==> src/rtl/matmul_pkg.sv <==
// Shared types and elaboration helpers for the streaming sparse matrix multiplier.
// Index widths are derived here so the top and sub-module agree on sizing.
package matmul_pkg;

  typedef enum logic [1:0] {
    LOAD    = 2'd0,
    COMPUTE = 2'd1,
    DRAIN   = 2'd2
  } state_t;

  function automatic int idx_w(input int n);
    return (n < 2) ? 1 : $clog2(n);
  endfunction

  function automatic int elem_w(input int n);
    return idx_w(n * n);
  endfunction

  function automatic int mac_w(input int n);
    return $clog2(n * n * n + 1);
  endfunction

  // Accumulator must hold N full-width products without wrapping.
  function automatic bit acc_w_ok(input int n, input int data_w, input int acc_w);
    return acc_w >= 2 * data_w + $clog2(n);
  endfunction

endpackage

==> src/rtl/nz_index_finder.sv <==
// Finds the first set mask bit at or above start; purely combinational, no latency.
// No flow control: result is valid in the same cycle the mask/start are presented.
module nz_index_finder #(
  parameter int N  = 3,
  parameter int IW = 2
) (
  input  logic [N-1:0]  mask,
  input  logic [IW-1:0] start,
  output logic [IW-1:0] idx,
  output logic          found,
  output logic          last
);

  logic more;

  always_comb begin
    idx   = '0;
    found = 1'b0;
    more  = 1'b0;
    for (int b = 0; b < N; b++) begin
      if (mask[b] && (b >= int'(start))) begin
        if (!found) begin
          found = 1'b1;
          idx   = IW'(b);
        end else begin
          more = 1'b1;
        end
      end
    end
    last = found && !more;
  end

endmodule

==> src/rtl/sparse_matmul_stream.sv <==
// N x N multiply, one MAC per cycle; first result 1 + mac_count cycles after the last B beat.
// Load stalls nothing (in_ready high in LOAD); results hold stable while out_ready is low.
module sparse_matmul_stream
  import matmul_pkg::*;
#(
  parameter int N      = 3,
  parameter int DATA_W = 8,
  parameter int ACC_W  = 20
) (
  input  logic                  clk,
  input  logic                  rst_n,
  input  logic                  in_valid,
  output logic                  in_ready,
  input  logic [DATA_W-1:0]     in_data,
  input  logic                  skip_en,
  output logic                  out_valid,
  input  logic                  out_ready,
  output logic [ACC_W-1:0]      out_data,
  output logic                  out_last,
  output logic                  busy,
  output logic [mac_w(N)-1:0]   mac_count
);

  localparam int IW = idx_w(N);
  localparam logic [IW-1:0] LAST_IDX = IW'(N - 1);

  generate
    if (!acc_w_ok(N, DATA_W, ACC_W)) begin : g_acc_w_check
      $error("sparse_matmul_stream: ACC_W too narrow for N and DATA_W");
    end
  endgenerate

  state_t state, state_nxt;

  logic [IW-1:0]     ld_r, ld_c;
  logic              ld_b;
  logic [IW-1:0]     ci, cj, ck;
  logic [IW-1:0]     dr_r, dr_c;
  logic              skip_q;
  logic [ACC_W-1:0]  acc;

  logic [DATA_W-1:0] a_mem [N][N];
  logic [DATA_W-1:0] b_mem [N][N];
  logic [ACC_W-1:0]  c_mem [N][N];
  logic [N-1:0]      nz_a  [N];

  logic              in_fire, out_fire, ld_done, dr_done;
  logic [IW-1:0]     nz_idx;
  logic              nz_found, nz_last;
  logic [IW-1:0]     k_sel;
  logic              k_last, elem_done, cmp_done;
  logic [2*DATA_W-1:0] mul;
  logic [ACC_W-1:0]  prod, sum;

  assign in_fire  = in_valid && in_ready;
  assign out_fire = out_valid && out_ready;
  assign ld_done  = in_fire && ld_b && (ld_r == LAST_IDX) && (ld_c == LAST_IDX);
  assign dr_done  = out_fire && (dr_r == LAST_IDX) && (dr_c == LAST_IDX);

  nz_index_finder #(.N(N), .IW(IW)) u_nz (
    .mask  (nz_a[ci]),
    .start (ck),
    .idx   (nz_idx),
    .found (nz_found),
    .last  (nz_last)
  );

  // In skip mode ck is a search start; an all-zero row still spends one cycle writing 0.
  assign k_sel     = skip_q ? nz_idx : ck;
  assign k_last    = skip_q ? (!nz_found || nz_last) : (ck == LAST_IDX);
  assign mul       = {{DATA_W{1'b0}}, a_mem[ci][k_sel]} * {{DATA_W{1'b0}}, b_mem[k_sel][cj]};
  assign prod      = (!skip_q || nz_found) ? {{(ACC_W-2*DATA_W){1'b0}}, mul} : '0;
  assign sum       = acc + prod;
  assign elem_done = (state == COMPUTE) && k_last;
  assign cmp_done  = elem_done && (ci == LAST_IDX) && (cj == LAST_IDX);

  always_ff @(posedge clk or negedge rst_n) begin
    if (!rst_n) state <= LOAD;
    else        state <= state_nxt;
  end

  always_comb begin
    state_nxt = state;
    case (state)
      LOAD:    if (ld_done)  state_nxt = COMPUTE;
      COMPUTE: if (cmp_done) state_nxt = DRAIN;
      DRAIN:   if (dr_done)  state_nxt = LOAD;
      default:               state_nxt = LOAD;
    endcase
  end

  always_comb begin
    in_ready  = (state == LOAD);
    out_valid = (state == DRAIN);
    busy      = (state == COMPUTE) || (state == DRAIN);
    out_data  = out_valid ? c_mem[dr_r][dr_c] : '0;
    out_last  = out_valid && (dr_r == LAST_IDX) && (dr_c == LAST_IDX);
  end

  always_ff @(posedge clk or negedge rst_n) begin
    if (!rst_n) begin
      ld_r      <= '0;
      ld_c      <= '0;
      ld_b      <= 1'b0;
      ci        <= '0;
      cj        <= '0;
      ck        <= '0;
      dr_r      <= '0;
      dr_c      <= '0;
      skip_q    <= 1'b0;
      acc       <= '0;
      mac_count <= '0;
    end else begin
      if (in_fire) begin
        if (ld_c == LAST_IDX) begin
          ld_c <= '0;
          if (ld_r == LAST_IDX) begin
            ld_r <= '0;
            ld_b <= ~ld_b;
          end else begin
            ld_r <= ld_r + 1'b1;
          end
        end else begin
          ld_c <= ld_c + 1'b1;
        end
      end

      if (ld_done) begin
        skip_q    <= skip_en;
        mac_count <= '0;
        acc       <= '0;
        ci        <= '0;
        cj        <= '0;
        ck        <= '0;
      end

      if (state == COMPUTE) begin
        mac_count <= mac_count + 1'b1;
        if (k_last) begin
          acc <= '0;
          ck  <= '0;
          if (cj == LAST_IDX) begin
            cj <= '0;
            ci <= (ci == LAST_IDX) ? '0 : ci + 1'b1;
          end else begin
            cj <= cj + 1'b1;
          end
        end else begin
          acc <= sum;
          ck  <= k_sel + 1'b1;
        end
      end

      if (out_fire) begin
        if (dr_c == LAST_IDX) begin
          dr_c <= '0;
          dr_r <= (dr_r == LAST_IDX) ? '0 : dr_r + 1'b1;
        end else begin
          dr_c <= dr_c + 1'b1;
        end
      end
    end
  end

  always_ff @(posedge clk) begin
    if (in_fire) begin
      if (!ld_b) begin
        a_mem[ld_r][ld_c] <= in_data;
        nz_a[ld_r][ld_c]  <= |in_data;
      end else begin
        b_mem[ld_r][ld_c] <= in_data;
      end
    end
    if (elem_done) c_mem[ci][cj] <= sum;
  end

endmodule

==> config.mk <==
export PLATFORM = sky130hd
export DESIGN_NAME = sparse_matmul_stream
export DESIGN_NICKNAME = d
export VERILOG_FILES = /design/src/rtl/matmul_pkg.sv /design/src/rtl/nz_index_finder.sv /design/src/rtl/sparse_matmul_stream.sv
export SDC_FILE = /design/constraint.sdc
export NUM_CORES = 1
export LEC_CHECK = 0
export CAP_MARGIN = 10
export CELL_PAD_IN_SITES_DETAIL_PLACEMENT = 1
export CELL_PAD_IN_SITES_GLOBAL_PLACEMENT = 1
export CORE_ASPECT_RATIO = 2
export CORE_UTILIZATION = 47
export DETAILED_ROUTE_END_ITERATION = 8
export GPL_ROUTABILITY_DRIVEN = 1
export PLACE_DENSITY = 0.8
export SLEW_MARGIN = 20
export SYNTH_ARGS = -nofsm -noshare
export SYNTH_HDL_FRONTEND = slang
export SYNTH_SLANG_ARGS = --single-unit
==> constraint.sdc <==
create_clock -name clk -period 8.2 [get_ports clk]
set_input_delay 1.64 -clock clk [delete_from_list [all_inputs] [get_ports clk]]
set_output_delay 1.64 -clock clk [all_outputs]
set_load 0.005 [all_outputs]
==> flow_summary.toml <==
[detailed_routing]
post-route-drc-count = 0
drt_iter0_drc = 593
avgRoutedWirePerCell_um = 24.3
vias = 12500
first_pass_iters = 4
ant_nets = 0
routed_wl_um = 51500
vias_per_cell = 5.88

[logic_synthesis]
synthXorXnorAreaFrac_pct = 1.23
yosysTopAreaCell = "edfxtp_1"
synthTopCellsByArea = "edfxtp_1 54%, mux2i_1 6.0%, dfrtp_1 5.8%"
yosysSeqAreaShare_pct = 59.7
syn_area_mm2 = 0.0186
async_flop_share_pct = 11.4
yosys.cell_types.count = 79
synth_cells = 1449
synthFlopType = "edfxtp_1"
yosys_warnings = 0
synth_compound_area_share_pct = 11.0
synth-adder-area-share_pct = 7.82
synthMuxAreaShare_pct = 7.16
synth_enable_flop_cells = 333
yosys_register_bits = 376
syn_avg_cell_area_um2 = 12.8
synth_top_area_share_pct = 53.9
yosys.area_share.simple_pct = 10.1
synth_top_family_by_area = "compound AO/OA/AOI/OAI gates"
synth_most_common_cell = "edfxtp_1"
synthesis.nets = 1555
synth_common_cells = "333 x edfxtp_1, 114 x nor2_1, 111 x mux2i_1"

[layout]
instances_no_fill = 2119
fin_nets = 1680
drive_above_1_share_pct = 16.1
syn2layout_area_growth_pct = 16.1
diodes = 0
postLayoutCoreUtil_pct = 55.6

[setup_path]
rrSetupSlack_ns = 0.29
crit_start = "ci[0]"
critPathKind = "reg2reg"
critPathBufInv = 7
cp_top_family = "adder cells"
crit_cells = 28
slowest_stage = "or4_1"
regToRegEndpoint = "c_mem[1][11]"
cp-end-kind = "register"
required_ns = 8.65
r2r-start = "ci[0]"
crit_path_max_fanout = 13
r2r.worst_path.cells = 28
cpMostUsedCell = "fa_1"
cp-start-kind = "register"
max_stage_delay_ns = 0.55
cp_data_arrival_time_ns = 8.36

[global_routing]
grt_pass1_wl_um = 78600
grt_pass1_vias = 13900
overflow = 0
grtUsageTotal_pct = 26.2
antenna_found_initial = 0
grt_max_degree = 87

[floorplan]
coreArea_mm2 = 0.0388
rows = 102
dieHeight_um = 283
die_x_um = 143
ios = 42
initial_utilization_pct = 47.8
dieArea_mm2 = 0.0403

[clock_tree]
h-tree-depth = 1
cts_root_buf = "clkbuf_16"
clkTransAtPathRegs_ns = 0.08
clock_path_buffers = 3
clk_latency_ns = 0.59
cts_buffers = 31
cts_tree = "yes"
cts_sinks = 376

[place]
routabilityCongestion = 0.943
dpl.hpwl_um = 37300
port_buffers = 41
dp_slack_ns = -0.131
dp.cells = 2052

[timing]
period_share_pct = 96.5
rsz0062_at_grt = "no"
worst_slack_ns = 0.289
whs_ns = 0.510
final_max_slew_viol_count = 0
period_minus_slack_ns = 7.91
worstMarginPinSlew_ns = 1.13
relSlewSlack_pct = 24.4
finalSetupViolations = 0
fmax_mhz = 126
hold_viol_final = 0
clock-skew-final_ns = 0.0194

[worst_hold_path]
min_from = "mac_count[4]"
hold_class = "reg2reg"
hold_depth = 1
hold-path-endpoint = "mac_count[4]"

[job]
cap_violations = 0

[outcome]
status = "completed"
-- metrics by stage --
step	setup TNS [ns]	instance area (µm²)
detailed placement	-4.60	20300
global route	0	21600
global placement	0	20200
CTS	0	21300
floorplan	0	18600
finish	0	21600
-- cell usage in the layout (no fill, tap or decap), types with 14 or more instances in the layout --
cell type and n:
nor4_1 21, o22a_1 20, nand3_1 14, a21oi_1 62, nor2_1 102, inv_1 69, clkbuf_16 31, a22o_1 18
fa_1 37, edfxtp_1 333, o21ai_0 87, mux2i_1 110, clkdlybuf4s50_1 40, nand2_1 95, nor3_1 70, ha_1 56
buf_4 113, dfrtp_1 38
-- worst max path at each step --
stage | to | slack (ns)
5_1_grt | acc[16] | 0.02
3_3_place_gp | c_mem[0][57] | 0.11
6_report | c_mem[1][11] | 0.29
3_5_place_dp | c_mem[0][54] | -0.13
4_1_cts | c_mem[1][19] | 0.02
2_1_floorplan | c_mem[0][18] | 0.57
-- cell families after synthesis --
kind of cell,count (synthesis)
DFF,376
buffers and inverters,137
adders and majority gates,94
xor gates and xnor gates,26
AOI/OAI and AO/OA,298
muxes,124
and+or+nand+nor,394
-- routing by layer --
layer	track usage (%)	up-vias	part of all wire, %
met5	0	-	0
met1	24.0	6333	33
met3	2.48	158	2.7
li1	-	5693	-
met4	16.4	0	6.4
met2	52.7	278	58
-- registers in the layout, summed over array words and instances, names as in the netlist, 5 cells and up --
signal and cells:
c_mem 180, a_mem 72, b_mem 72, acc 20, nz_a 9, mac_count 5
-- timing repair --
| action | 4_1_cts | 5_1_grt |
|---|---|---|
| gates resized for setup | 10 | 36 |
| setup endpoints to repair | 68 | 85 |
| gates cloned | 0 | 1 |
| hold buffers | 0 | 0 |
| setup buffers | 0 | 8 |
| endpoints found under the hold margin | 0 | 0 |
| pin swaps | 0 | 8 |
-- cell type report --
type / count / area, µm²
clock buffers: 39 / 836
clock inverters: 19 / 154
fillers: 3929 / 17200
inverters: 70 / 263
multi-input cells: 937 / 7240
flip-flops and latches: 376 / 11100
well taps: 520 / 651
repair buffers: 158 / 1330
Power is not shown: default switching activity piles up to over one toggle a cycle in this logic, so the estimate is an artifact.
